--- config.mk ---
export PLATFORM = sky130hd
export DESIGN_NAME = uart_rx
export DESIGN_NICKNAME = d
export VERILOG_FILES = /design/src/rtl/uart_rx_pkg.sv /design/src/rtl/uart_rx_sync_bit.sv /design/src/rtl/uart_rx.sv
export SDC_FILE = /design/constraint.sdc
export NUM_CORES = 1
export LEC_CHECK = 0
export ABC_AREA = 1
export CORE_UTILIZATION = 55
export CTS_BUF_LIST = sky130_fd_sc_hd__clkbuf_2
export DETAILED_ROUTE_END_ITERATION = 8
export PLACE_DENSITY = 0.74
export SLEW_MARGIN = 20
export SYNTH_ARGS = -nofsm -noshare
export SYNTH_HDL_FRONTEND = slang
export SYNTH_HIERARCHICAL = 1
export SYNTH_SLANG_ARGS = --single-unit
--- constraint.sdc ---
create_clock -name i_clk -period 1.89 [get_ports i_clk]
set_input_delay 0.2835 -clock i_clk [delete_from_list [all_inputs] [get_ports i_clk]]
set_output_delay 0.2835 -clock i_clk [all_outputs]
set_load 0.01 [all_outputs]
--- src/rtl/uart_rx_pkg.sv ---
// Frame-format helpers shared by the UART receiver and its transmit partner,
// so both sides derive bit counts from the same definitions.
package uart_rx_pkg;

  localparam int unsigned STATE_W = 3;

  // Error flags accumulated while a frame is in flight
  typedef struct packed {
    logic parity_err;
    logic frame_err;
  } rx_err_t;

  function automatic int unsigned stop_count(input int unsigned two_stop);
    return (two_stop != 0) ? 2 : 1;
  endfunction

  function automatic int unsigned frame_bits(input int unsigned data_width,
                                             input int unsigned parity,
                                             input int unsigned two_stop);
    return 1 + data_width + ((parity != 0) ? 1 : 0) + stop_count(two_stop);
  endfunction

  // Counter width able to index 0..n-1, never narrower than one bit
  function automatic int unsigned cnt_width(input int unsigned n);
    return (n > 2) ? $clog2(n) : 1;
  endfunction

endpackage

--- src/rtl/uart_rx_sync_bit.sv ---
// Two-flop synchronizer for a single asynchronous input, reset to RESET_VAL.
module uart_rx_sync_bit #(
  parameter logic RESET_VAL = 1'b1
) (
  input  logic i_clk,
  input  logic i_reset,
  input  logic i_d,
  output logic o_q
);

  logic meta;

  always_ff @(posedge i_clk or posedge i_reset) begin
    if (i_reset) begin
      meta <= RESET_VAL;
      o_q  <= RESET_VAL;
    end else begin
      meta <= i_d;
      o_q  <= meta;
    end
  end

endmodule

--- src/rtl/uart_rx.sv ---
// UART receiver: oversampled start detection, LSB-first data, optional parity,
// one or two stop bits; presents one word with error flags per frame.
module uart_rx
  import uart_rx_pkg::*;
#(
  parameter int unsigned DATA_WIDTH    = 8,
  parameter int unsigned PARITY        = 1,
  parameter int unsigned PARITY_ODD    = 0,
  parameter int unsigned TWO_STOP_BITS = 1,
  parameter int unsigned PERIOD        = 16
) (
  input  logic                  i_clk,
  input  logic                  i_reset,
  input  logic                  i_rx,
  output logic [DATA_WIDTH-1:0] ov_data,
  output logic                  o_valid,
  output logic                  o_parity_err,
  output logic                  o_frame_err,
  output logic                  o_busy
);

  localparam int unsigned DLY_W     = $clog2(PERIOD);
  localparam int unsigned CNT_W     = cnt_width(DATA_WIDTH);
  localparam int unsigned STOP_BITS = stop_count(TWO_STOP_BITS);

  localparam logic [DLY_W-1:0] HALF_LOAD = DLY_W'(PERIOD / 2 - 1);
  localparam logic [DLY_W-1:0] FULL_LOAD = DLY_W'(PERIOD - 1);
  localparam logic [CNT_W-1:0] LAST_DATA = CNT_W'(DATA_WIDTH - 1);
  localparam logic [CNT_W-1:0] LAST_STOP = CNT_W'(STOP_BITS - 1);

  localparam logic [STATE_W-1:0] ST_IDLE   = 3'd0;
  localparam logic [STATE_W-1:0] ST_START  = 3'd1;
  localparam logic [STATE_W-1:0] ST_DATA   = 3'd2;
  localparam logic [STATE_W-1:0] ST_PARITY = 3'd3;
  localparam logic [STATE_W-1:0] ST_STOP   = 3'd4;

  logic [STATE_W-1:0]    state_q, state_n;
  logic [DLY_W-1:0]      delay_q, delay_n;
  logic [CNT_W-1:0]      bit_q, bit_n;
  logic [DATA_WIDTH-1:0] shift_q, shift_n;
  rx_err_t               err_q, err_n;
  logic [DATA_WIDTH-1:0] data_n;
  logic                  valid_n, perr_n, ferr_n, busy_n;
  logic                  s_c, s_prev_q;
  logic                  start_edge_c, tick_c, exp_par_c;

  uart_rx_sync_bit #(.RESET_VAL(1'b1)) u_sync (
    .i_clk   (i_clk),
    .i_reset (i_reset),
    .i_d     (i_rx),
    .o_q     (s_c)
  );

  assign start_edge_c = !s_c && s_prev_q;
  assign tick_c       = (delay_q == '0);
  assign exp_par_c    = (PARITY_ODD != 0) ? ~^shift_q : ^shift_q;

  // Next-state, counters, shift register and output staging
  always_comb begin
    state_n = state_q;
    delay_n = delay_q;
    bit_n   = bit_q;
    shift_n = shift_q;
    err_n   = err_q;
    data_n  = ov_data;
    valid_n = 1'b0;
    perr_n  = o_parity_err;
    ferr_n  = o_frame_err;

    if (state_q != ST_IDLE && !tick_c) delay_n = delay_q - DLY_W'(1);

    case (state_q)
      ST_IDLE: begin
        if (start_edge_c) begin
          delay_n = HALF_LOAD;
          err_n   = '0;
          state_n = ST_START;
        end
      end
      ST_START: begin
        if (tick_c) begin
          if (s_c) begin
            state_n = ST_IDLE;
          end else begin
            delay_n = FULL_LOAD;
            bit_n   = '0;
            state_n = ST_DATA;
          end
        end
      end
      ST_DATA: begin
        if (tick_c) begin
          shift_n                 = shift_q >> 1;
          shift_n[DATA_WIDTH-1]   = s_c;
          delay_n                 = FULL_LOAD;
          if (bit_q == LAST_DATA) begin
            bit_n   = '0;
            state_n = (PARITY != 0) ? ST_PARITY : ST_STOP;
          end else begin
            bit_n = bit_q + CNT_W'(1);
          end
        end
      end
      ST_PARITY: begin
        if (tick_c) begin
          err_n.parity_err = (s_c != exp_par_c);
          delay_n          = FULL_LOAD;
          bit_n            = '0;
          state_n          = ST_STOP;
        end
      end
      ST_STOP: begin
        if (tick_c) begin
          err_n.frame_err = err_q.frame_err | ~s_c;
          // Leave at mid-stop so a back-to-back start edge is still caught
          if (bit_q == LAST_STOP) begin
            state_n = ST_IDLE;
            valid_n = 1'b1;
            data_n  = shift_q;
            perr_n  = (PARITY != 0) && err_q.parity_err;
            ferr_n  = err_n.frame_err;
          end else begin
            delay_n = FULL_LOAD;
            bit_n   = bit_q + CNT_W'(1);
          end
        end
      end
      default: state_n = ST_IDLE;
    endcase

    busy_n = (state_n != ST_IDLE);
  end

  // State and output registers
  always_ff @(posedge i_clk or posedge i_reset) begin
    if (i_reset) begin
      state_q      <= ST_IDLE;
      s_prev_q     <= 1'b1;
      delay_q      <= '0;
      bit_q        <= '0;
      shift_q      <= '0;
      err_q        <= '0;
      ov_data      <= '0;
      o_valid      <= 1'b0;
      o_parity_err <= 1'b0;
      o_frame_err  <= 1'b0;
      o_busy       <= 1'b0;
    end else begin
      state_q      <= state_n;
      s_prev_q     <= s_c;
      delay_q      <= delay_n;
      bit_q        <= bit_n;
      shift_q      <= shift_n;
      err_q        <= err_n;
      ov_data      <= data_n;
      o_valid      <= valid_n;
      o_parity_err <= perr_n;
      o_frame_err  <= ferr_n;
      o_busy       <= busy_n;
    end
  end

endmodule

==> results.txt, run 1 <==
----------------------------------------------------
[Logic synthesis]
  FF+latch count, synth ... 35
  Post-synth top area cell ... sky130_fd_sc_hd__dfrtp_1
  Fraction of synthesized area in multiplexers ... 0%
  Combinational family with the most area after synthesis ... simple AND/OR/NAND/NOR gates
  Adder-Cell Fraction of Synth Area ... 2.72%
  Per-instance average area after synthesis ... 8.24 µm²
  Cell count after synthesis ... 223
  Post-synthesis sequential area ratio ... 47.9%
  Synth area leaders ... sky130_fd_sc_hd__dfrtp_1 (44%), sky130_fd_sc_hd__nand2_1 (16%), sky130_fd_sc_hd__inv_1 (5.7%)
  Post-synthesis xor/xnor area fraction ... 0.477%
  Syn nets ... 230
  Library cells used by synthesis ... 28
  Post-synth design cell area ... 0.00184 mm²
  Synthesized-area fraction occupied by and/or/nand/nor cells ... 28.3%
  Complex-gate fraction of the synthesized area ... 12.5%
  Syn. warnings ... 6
  Fraction of post-synthesis cell area in the top cell type by area ... 43.6%

[Floorplan]
  Floorplan row count ... 20
  Count of boundary I/O pins ... 15
  Die height ... 59.8 µm
  Initial Utilization ... 59.2%
  Area of the die ... 0.00357 mm²
  Width of the die ... 59.8 µm
  Core area ... 0.00310 mm²

[Timing]
  Final critical delay including setup and external delays ... 1.62 ns
  Final-report setup violation count ... 0
  Setup repair after global routing missed its margin ... no
  Fraction of the cycle the final worst path needs ... 85.5%
  Worst Skew ... 0.0156 ns
  Final hold violations ... 0
  Setup_tns ... 0 ns
  Pin slew with the least headroom to its limit ... 0.417 ns
  Fmax achieved ... 619 MHz
  Final Slew Violations ... 0
  Max-Slew Margin vs Limit ... 72.2%

[CTS]
  Total CTS buffers ... 5
  Postcts setup bufs ... 0
  Clock input transition at the sequential cells of the worst setup and hold paths ... 0.20 ns
  Library cell used as clock root buffer ... sky130_fd_sc_hd__clkbuf_2
  Clock H-tree levels ... 2
  Sinks on the clock net ... 35
  Clock tree from TritonCTS ... built
  Count of hold buffers inserted by post-cts repair ... 0
  Clock latency of the later-clocked register in the worst-skew pair ... 0.39 ns
  Number of buffers on the longest clock path ... 2
  Post-cts resize count ... 0

[Setup path]
  Type of origin of the critical path ... register
  CP max stage delay ... 0.55 ns
  Critical setup path kind ... register to primary output
  Top cell family by delay on the critical path ... buffers and inverters
  Number of buffer and inverter instances along the worst setup path ... 1
  Maximum fanout along the worst path ... 2
  Slowest cell on the critical path ... sky130_fd_sc_hd__clkdlybuf4s50_1
  Required @ worst endpoint ... 1.61 ns
  Critical Path AT ... 1.33 ns
  Capturing element type of the critical path ... primary output
  Worst path cell trace ... clkdlybuf4s50_1

[Routing]
  Antenna violation net count after detailed routing ... 0
  Iteration-0 DRC count of the detailed router ... 86
  Vias post-DR ... 1426
  Mean number of vias per cell ... 4.95
  Detailed-router iteration count before antenna repair ... 4
  Final routed DRC violation total ... 0
  Routed wire length ... 3510 µm
  Routed len/inst ... 12.2 µm

[Pwr]
  Share of power burned in combinational logic ... 33.3%
  Largest voltage drop on the vdd net ... 0.721 mV
  P per Cell Area ... 933 mW/mm²
  Static leakage ... 0.00107 µW
  Clk network pwr share ... 18.4%
  Seq pwr share ... 48.3%
  Net switching power ... 759 µW
  Post-layout power ... 1920 µW
  Net switching fraction of the power ... 39.5%
  Internal portion of total power ... 1160 µW

[Global route]
  Global-route wire length before repair ... 6050 µm
  Global-route usage over all layers ... 23.4%
  Number of global-route vias before repair ... 1340
  Largest net degree at the start of global routing ... 34
  Number of antenna violations at the first check in global routing ... 0
  GRT Residual Overflow ... 0

[Place]
  Half-perimeter wire length after placement ... 2710 µm
  Gpl congestion ... 0.872
  Port-buffer cells ... 14

[Hold path]
  Kind of path behind the tightest hold check ... primary input to asynchronous set/reset pin

[Finish]
  Most frequent cells in the layout ... sky130_fd_sc_hd__nand2_1 (79), sky130_fd_sc_hd__dfrtp_1 (32), sky130_fd_sc_hd__inv_1 (28)
  Final-layout fill cell count ... 310
  Fin util ... 66.5%
  Layout area overhead ... 12.3%
  Antenna cells ... 0
  Commonest non-fill, non-tap cell in the layout ... sky130_fd_sc_hd__nand2_1
  Final nets ... 250
  Fraction of layout cells with a size suffix above 1 ... 16.8%

[Run status]
  Status ... complete, no violations

[Flow run]
  Maxcap violations ... 0

----------------------------------------------------
## area by class of cell
class	count	area (µm²)	area share, %
repair buffers	15	148	7.16
well taps	44	55.1	2.67
flip-flops and latches	35	880	42.7
clock buffers	5	25.0	1.21
inverters	32	128	6.19
clock inverters	3	20.0	0.971
multi-input cells	154	807	39.1
## synthesized netlist by cell type
library cell,number
sky130_fd_sc_hd__nand2_1,79
sky130_fd_sc_hd__dfrtp_1,32
sky130_fd_sc_hd__inv_1,28
sky130_fd_sc_hd__nor2_1,12
sky130_fd_sc_hd__o21ai_0,11
sky130_fd_sc_hd__nand3_1,10
sky130_fd_sc_hd__o21ai_2,9
sky130_fd_sc_hd__a21oi_1,4
sky130_fd_sc_hd__ha_1,4
sky130_fd_sc_hd__nand2_2,4
sky130_fd_sc_hd__nor2_2,4
sky130_fd_sc_hd__o21ai_1,4
sky130_fd_sc_hd__dfstp_2,3
sky130_fd_sc_hd__nand2_4,3
sky130_fd_sc_hd__buf_6,2
sky130_fd_sc_hd__inv_2,2
sky130_fd_sc_hd__a31oi_1,1
sky130_fd_sc_hd__and3_1,1
sky130_fd_sc_hd__clkinv_4,1
sky130_fd_sc_hd__inv_4,1
sky130_fd_sc_hd__nand4_1,1
sky130_fd_sc_hd__nor2_4,1
sky130_fd_sc_hd__nor2_8,1
sky130_fd_sc_hd__o211ai_1,1
sky130_fd_sc_hd__o211ai_2,1
sky130_fd_sc_hd__o21ai_4,1
sky130_fd_sc_hd__o31ai_2,1
sky130_fd_sc_hd__xor2_1,1
## flip-flops by register name, indices dropped and copies added, names as in the netlist
| signal | cells |
|---|---|
| ov_data | 8 |
| shift_q | 8 |
| delay_q | 4 |
| bit_q | 3 |
| state_q | 3 |
| err_q | 2 |
| o_busy | 1 |
| o_frame_err | 1 |
| o_parity_err | 1 |
| o_valid | 1 |
| s_prev_q | 1 |
| u_sync/meta | 1 |
| u_sync/o_q | 1 |
## per-stage QoR
| step | instance area [µm²] | setup WS [ns] | cells | hold slack, ns |
|---|---|---|---|---|
| finish | 2060 | 0.274 | 288 | 0.203 |
| global route | 2060 | 0.139 | 288 | 0.206 |
| CTS | 2060 | 0.249 | 288 | 0.187 |
| detailed placement | 2020 | 0.314 | 280 | 0.352 |
| global placement | 2020 | 0.395 | 280 | 0.350 |
| floorplan | 1840 | 0.440 | 223 | 0.195 |
## path summary, 6_finish.rpt
kind | start | cells past startpoint | slack [ns] | end
worst max register to register | delay_q[0] | 7 | 0.28 | delay_q[2]
max in group asynchronous | i_reset | 3 | 1.27 | s_prev_q
worst min-delay path | i_reset | 2 | 0.20 | u_sync/o_q
min in group i_clk | i_rx | 1 | 0.31 | u_sync/meta
worst min register to register | u_sync/meta | 0 | 0.36 | u_sync/o_q
worst max-delay path | ov_data[7] | 1 | 0.27 | ov_data[7]
## power groups by stage
stage / combinational [µW] / sequential, µW / clock, µW
floorplan: 505 / 929 / 0
global placement: 612 / 935 / 0
detailed placement: 638 / 944 / 0
CTS: 643 / 929 / 366
global route: 732 / 940 / 393
finish: 640 / 929 / 355
## layer usage
| metal | vias up | track usage (%) | routed length (µm) |
|---|---|---|---|
| met4 | 0 | 9.97 | 57 |
| met5 | - | 0 | 0 |
| met2 | 20 | 35.4 | 1570 |
| met1 | 666 | 33.1 | 1810 |
| met3 | 7 | 3.90 | 76 |
| li1 | 733 | - | - |
## cells by family after synthesis
group / after synthesis
compound gates: 33
xor+xnor: 1
fa+ha+maj: 4
simple gates: 116
flops: 35
buf+inv: 34
Note: power is estimated with default switching activity, not from simulation.
==> inputs of run 2 (changes only) <==
HOLD_SLACK_MARGIN = 0.03   (was default)
==> results of run 2 <==
No change in the layout: final DEF, timing and power equal those of run 1.
==> inputs of run 3 (changes only) <==
CORE_MARGIN = 2   (was default)
==> run 3 against run 2 <==
Compared with the run above:
- clock power fell by 6.2%
- routed wire length fell by 0.40%
- fmax grew 1.5%
- global-route usage shrank 1.7 points
- via count is 0.84% higher
- clock skew fell by 0.0022 ns
- sequential power is essentially flat
- power decreased by 1.4%
- critical path type unchanged
- largest cell class unchanged
==> results.txt, run 3 (synthesis results as in run 1) <==
----------------------------------------------------
[Run status]
  Status ... complete, no violations

[CTS]
  Clock latency of the later-clocked register in the worst-skew pair ... 0.38 ns
  Post-cts resize count ... 0
  Clock tree from TritonCTS ... built
  Postcts setup bufs ... 0
  Number of buffers on the longest clock path ... 2
  Sinks on the clock net ... 35
  Clock H-tree levels ... 2
  Clock input transition at the sequential cells of the worst setup and hold paths ... 0.17 ns
  Count of hold buffers inserted by post-cts repair ... 0
  Library cell used as clock root buffer ... sky130_fd_sc_hd__clkbuf_2
  Total CTS buffers ... 5

[Global route]
  Number of global-route vias before repair ... 1327
  Global-route usage over all layers ... 21.7%
  Global-route wire length before repair ... 5920 µm
  Number of antenna violations at the first check in global routing ... 0
  Largest net degree at the start of global routing ... 34
  GRT Residual Overflow ... 0

[Floorplan]
  Area of the die ... 0.00382 mm²
  Width of the die ... 61.8 µm
  Initial Utilization ... 59.2%
  Count of boundary I/O pins ... 15
  Die height ... 61.8 µm
  Floorplan row count ... 20
  Core area ... 0.00310 mm²

[Setup path]
  Type of origin of the critical path ... register
  Required @ worst endpoint ... 1.61 ns
  CP max stage delay ... 0.54 ns
  Critical setup path kind ... register to primary output
  Number of buffer and inverter instances along the worst setup path ... 1
  Top cell family by delay on the critical path ... buffers and inverters
  Capturing element type of the critical path ... primary output
  Worst path cell trace ... clkdlybuf4s50_1
  Slowest cell on the critical path ... sky130_fd_sc_hd__clkdlybuf4s50_1
  Critical Path AT ... 1.31 ns
  Maximum fanout along the worst path ... 2

[Timing]
  Pin slew with the least headroom to its limit ... 0.407 ns
  Fmax achieved ... 628 MHz
  Worst Skew ... 0.0133 ns
  Setup repair after global routing missed its margin ... no
  Final hold violations ... 0
  Final-report setup violation count ... 0
  Fraction of the cycle the final worst path needs ... 84.3%
  Max-Slew Margin vs Limit ... 72.9%
  Final critical delay including setup and external delays ... 1.59 ns
  Final Slew Violations ... 0
  Setup_tns ... 0 ns
  Setup slack after layout ... 0.298 ns

[Pwr]
  Clk network pwr share ... 17.6%
  Internal portion of total power ... 1160 µW
  Static leakage ... 0.00108 µW
  Largest voltage drop on the vdd net ... 0.699 mV
  Seq pwr share ... 49.0%
  Post-layout power ... 1900 µW
  Share of power burned in combinational logic ... 33.4%
  Net switching fraction of the power ... 38.8%
  Net switching power ... 736 µW
  P per Cell Area ... 922 mW/mm²

[Finish]
  Fin util ... 66.3%
  Most frequent cells in the layout ... sky130_fd_sc_hd__nand2_1 (79), sky130_fd_sc_hd__dfrtp_1 (32), sky130_fd_sc_hd__inv_1 (28)
  Antenna cells ... 0
  Commonest non-fill, non-tap cell in the layout ... sky130_fd_sc_hd__nand2_1
  Layout area overhead ... 12.0%
  Fraction of layout cells with a size suffix above 1 ... 16.8%
  Final-layout fill cell count ... 285
  Non-Filler Cell Area, Final ... 0.00206 mm²
  Largest registers ranked by flip-flop count ... ov_data (8), shift_q (8), delay_q (4)
  Final nets ... 250

[Routing]
  Routed wire length ... 3490 µm
  Routed len/inst ... 12.1 µm
  Met3 Routed Length ... 125 µm
  Detailed-router iteration count before antenna repair ... 4
  Mean number of vias per cell ... 4.99
  Iteration-0 DRC count of the detailed router ... 121
  Routed length on met2 ... 1580 µm
  Final routed DRC violation total ... 0
  Antenna violation net count after detailed routing ... 0
  Post-route met1 wirelength ... 1740 µm
  Highest layer used for signal routing ... met4
  Vias post-DR ... 1438

[Place]
  Worst slack at placement ... 0.328 ns
  Post-place instance area ... 0.00202 mm²
  Half-perimeter wire length after placement ... 2700 µm
  Gpl congestion ... 0.856
  Port-buffer cells ... 14

[Flow run]
  Maxcap violations ... 0

[Hold path]
  Kind of path behind the tightest hold check ... primary input to asynchronous set/reset pin

----------------------------------------------------
## run 3: changes by cell type in the layout (fill, tap and decap cells not counted)
| cell | before | now |
|---|---|---|
| sky130_fd_sc_hd__clkinv_2 | 1 | 3 |
| sky130_fd_sc_hd__clkinvlp_4 | 2 | 0 |
## run 3: final timing paths
path                              from          end  slack [ns]  cells past startpoint
min in group i_clk                i_rx  u_sync/meta        0.30                      1
setup reg to reg            delay_q[0]   delay_q[2]        0.31                      7
max in group asynchronous      i_reset     s_prev_q        1.27                      3
setup / recovery           o_frame_err  o_frame_err        0.30                      1
hold reg to reg            u_sync/meta   u_sync/o_q        0.38                      0
hold / removal                 i_reset  u_sync/meta        0.24                      2
## run 3: area by class of cell
type                    instances  area, µm²  share of cell area (%)
flip-flops and latches         35        880                    42.8
well taps                      44       55.1                    2.68
inverters                      32        128                    6.20
clock buffers                   5       25.0                    1.22
clock inverters                 3       15.0                   0.730
repair buffers                 15        148                    7.18
multi-input cells             154        807                    39.2
## run 3: per-stage QoR
step / instances / hold WS [ns]
6_report: 288 / 0.237
5_1_grt: 288 / 0.210
3_3_place_gp: 280 / 0.350
2_1_floorplan: 223 / 0.195
3_5_place_dp: 280 / 0.349
4_1_cts: 288 / 0.208
## run 3: power groups by stage
stage	Combinational (µW)	Clock, µW	Sequential (µW)
after floorplan	505	0	929
after global placement	616	0	936
after detailed placement	631	0	944
after CTS	638	349	930
after global routing	731	391	944
final	634	333	930
## run 3: routing by layer
metal | up-vias | GRT usage (%)
li1 | 737 | -
met1 | 671 | 29.4
met2 | 25 | 33.8
met3 | 5 | 6.21
met4 | 0 | 6.38
met5 | - | 0
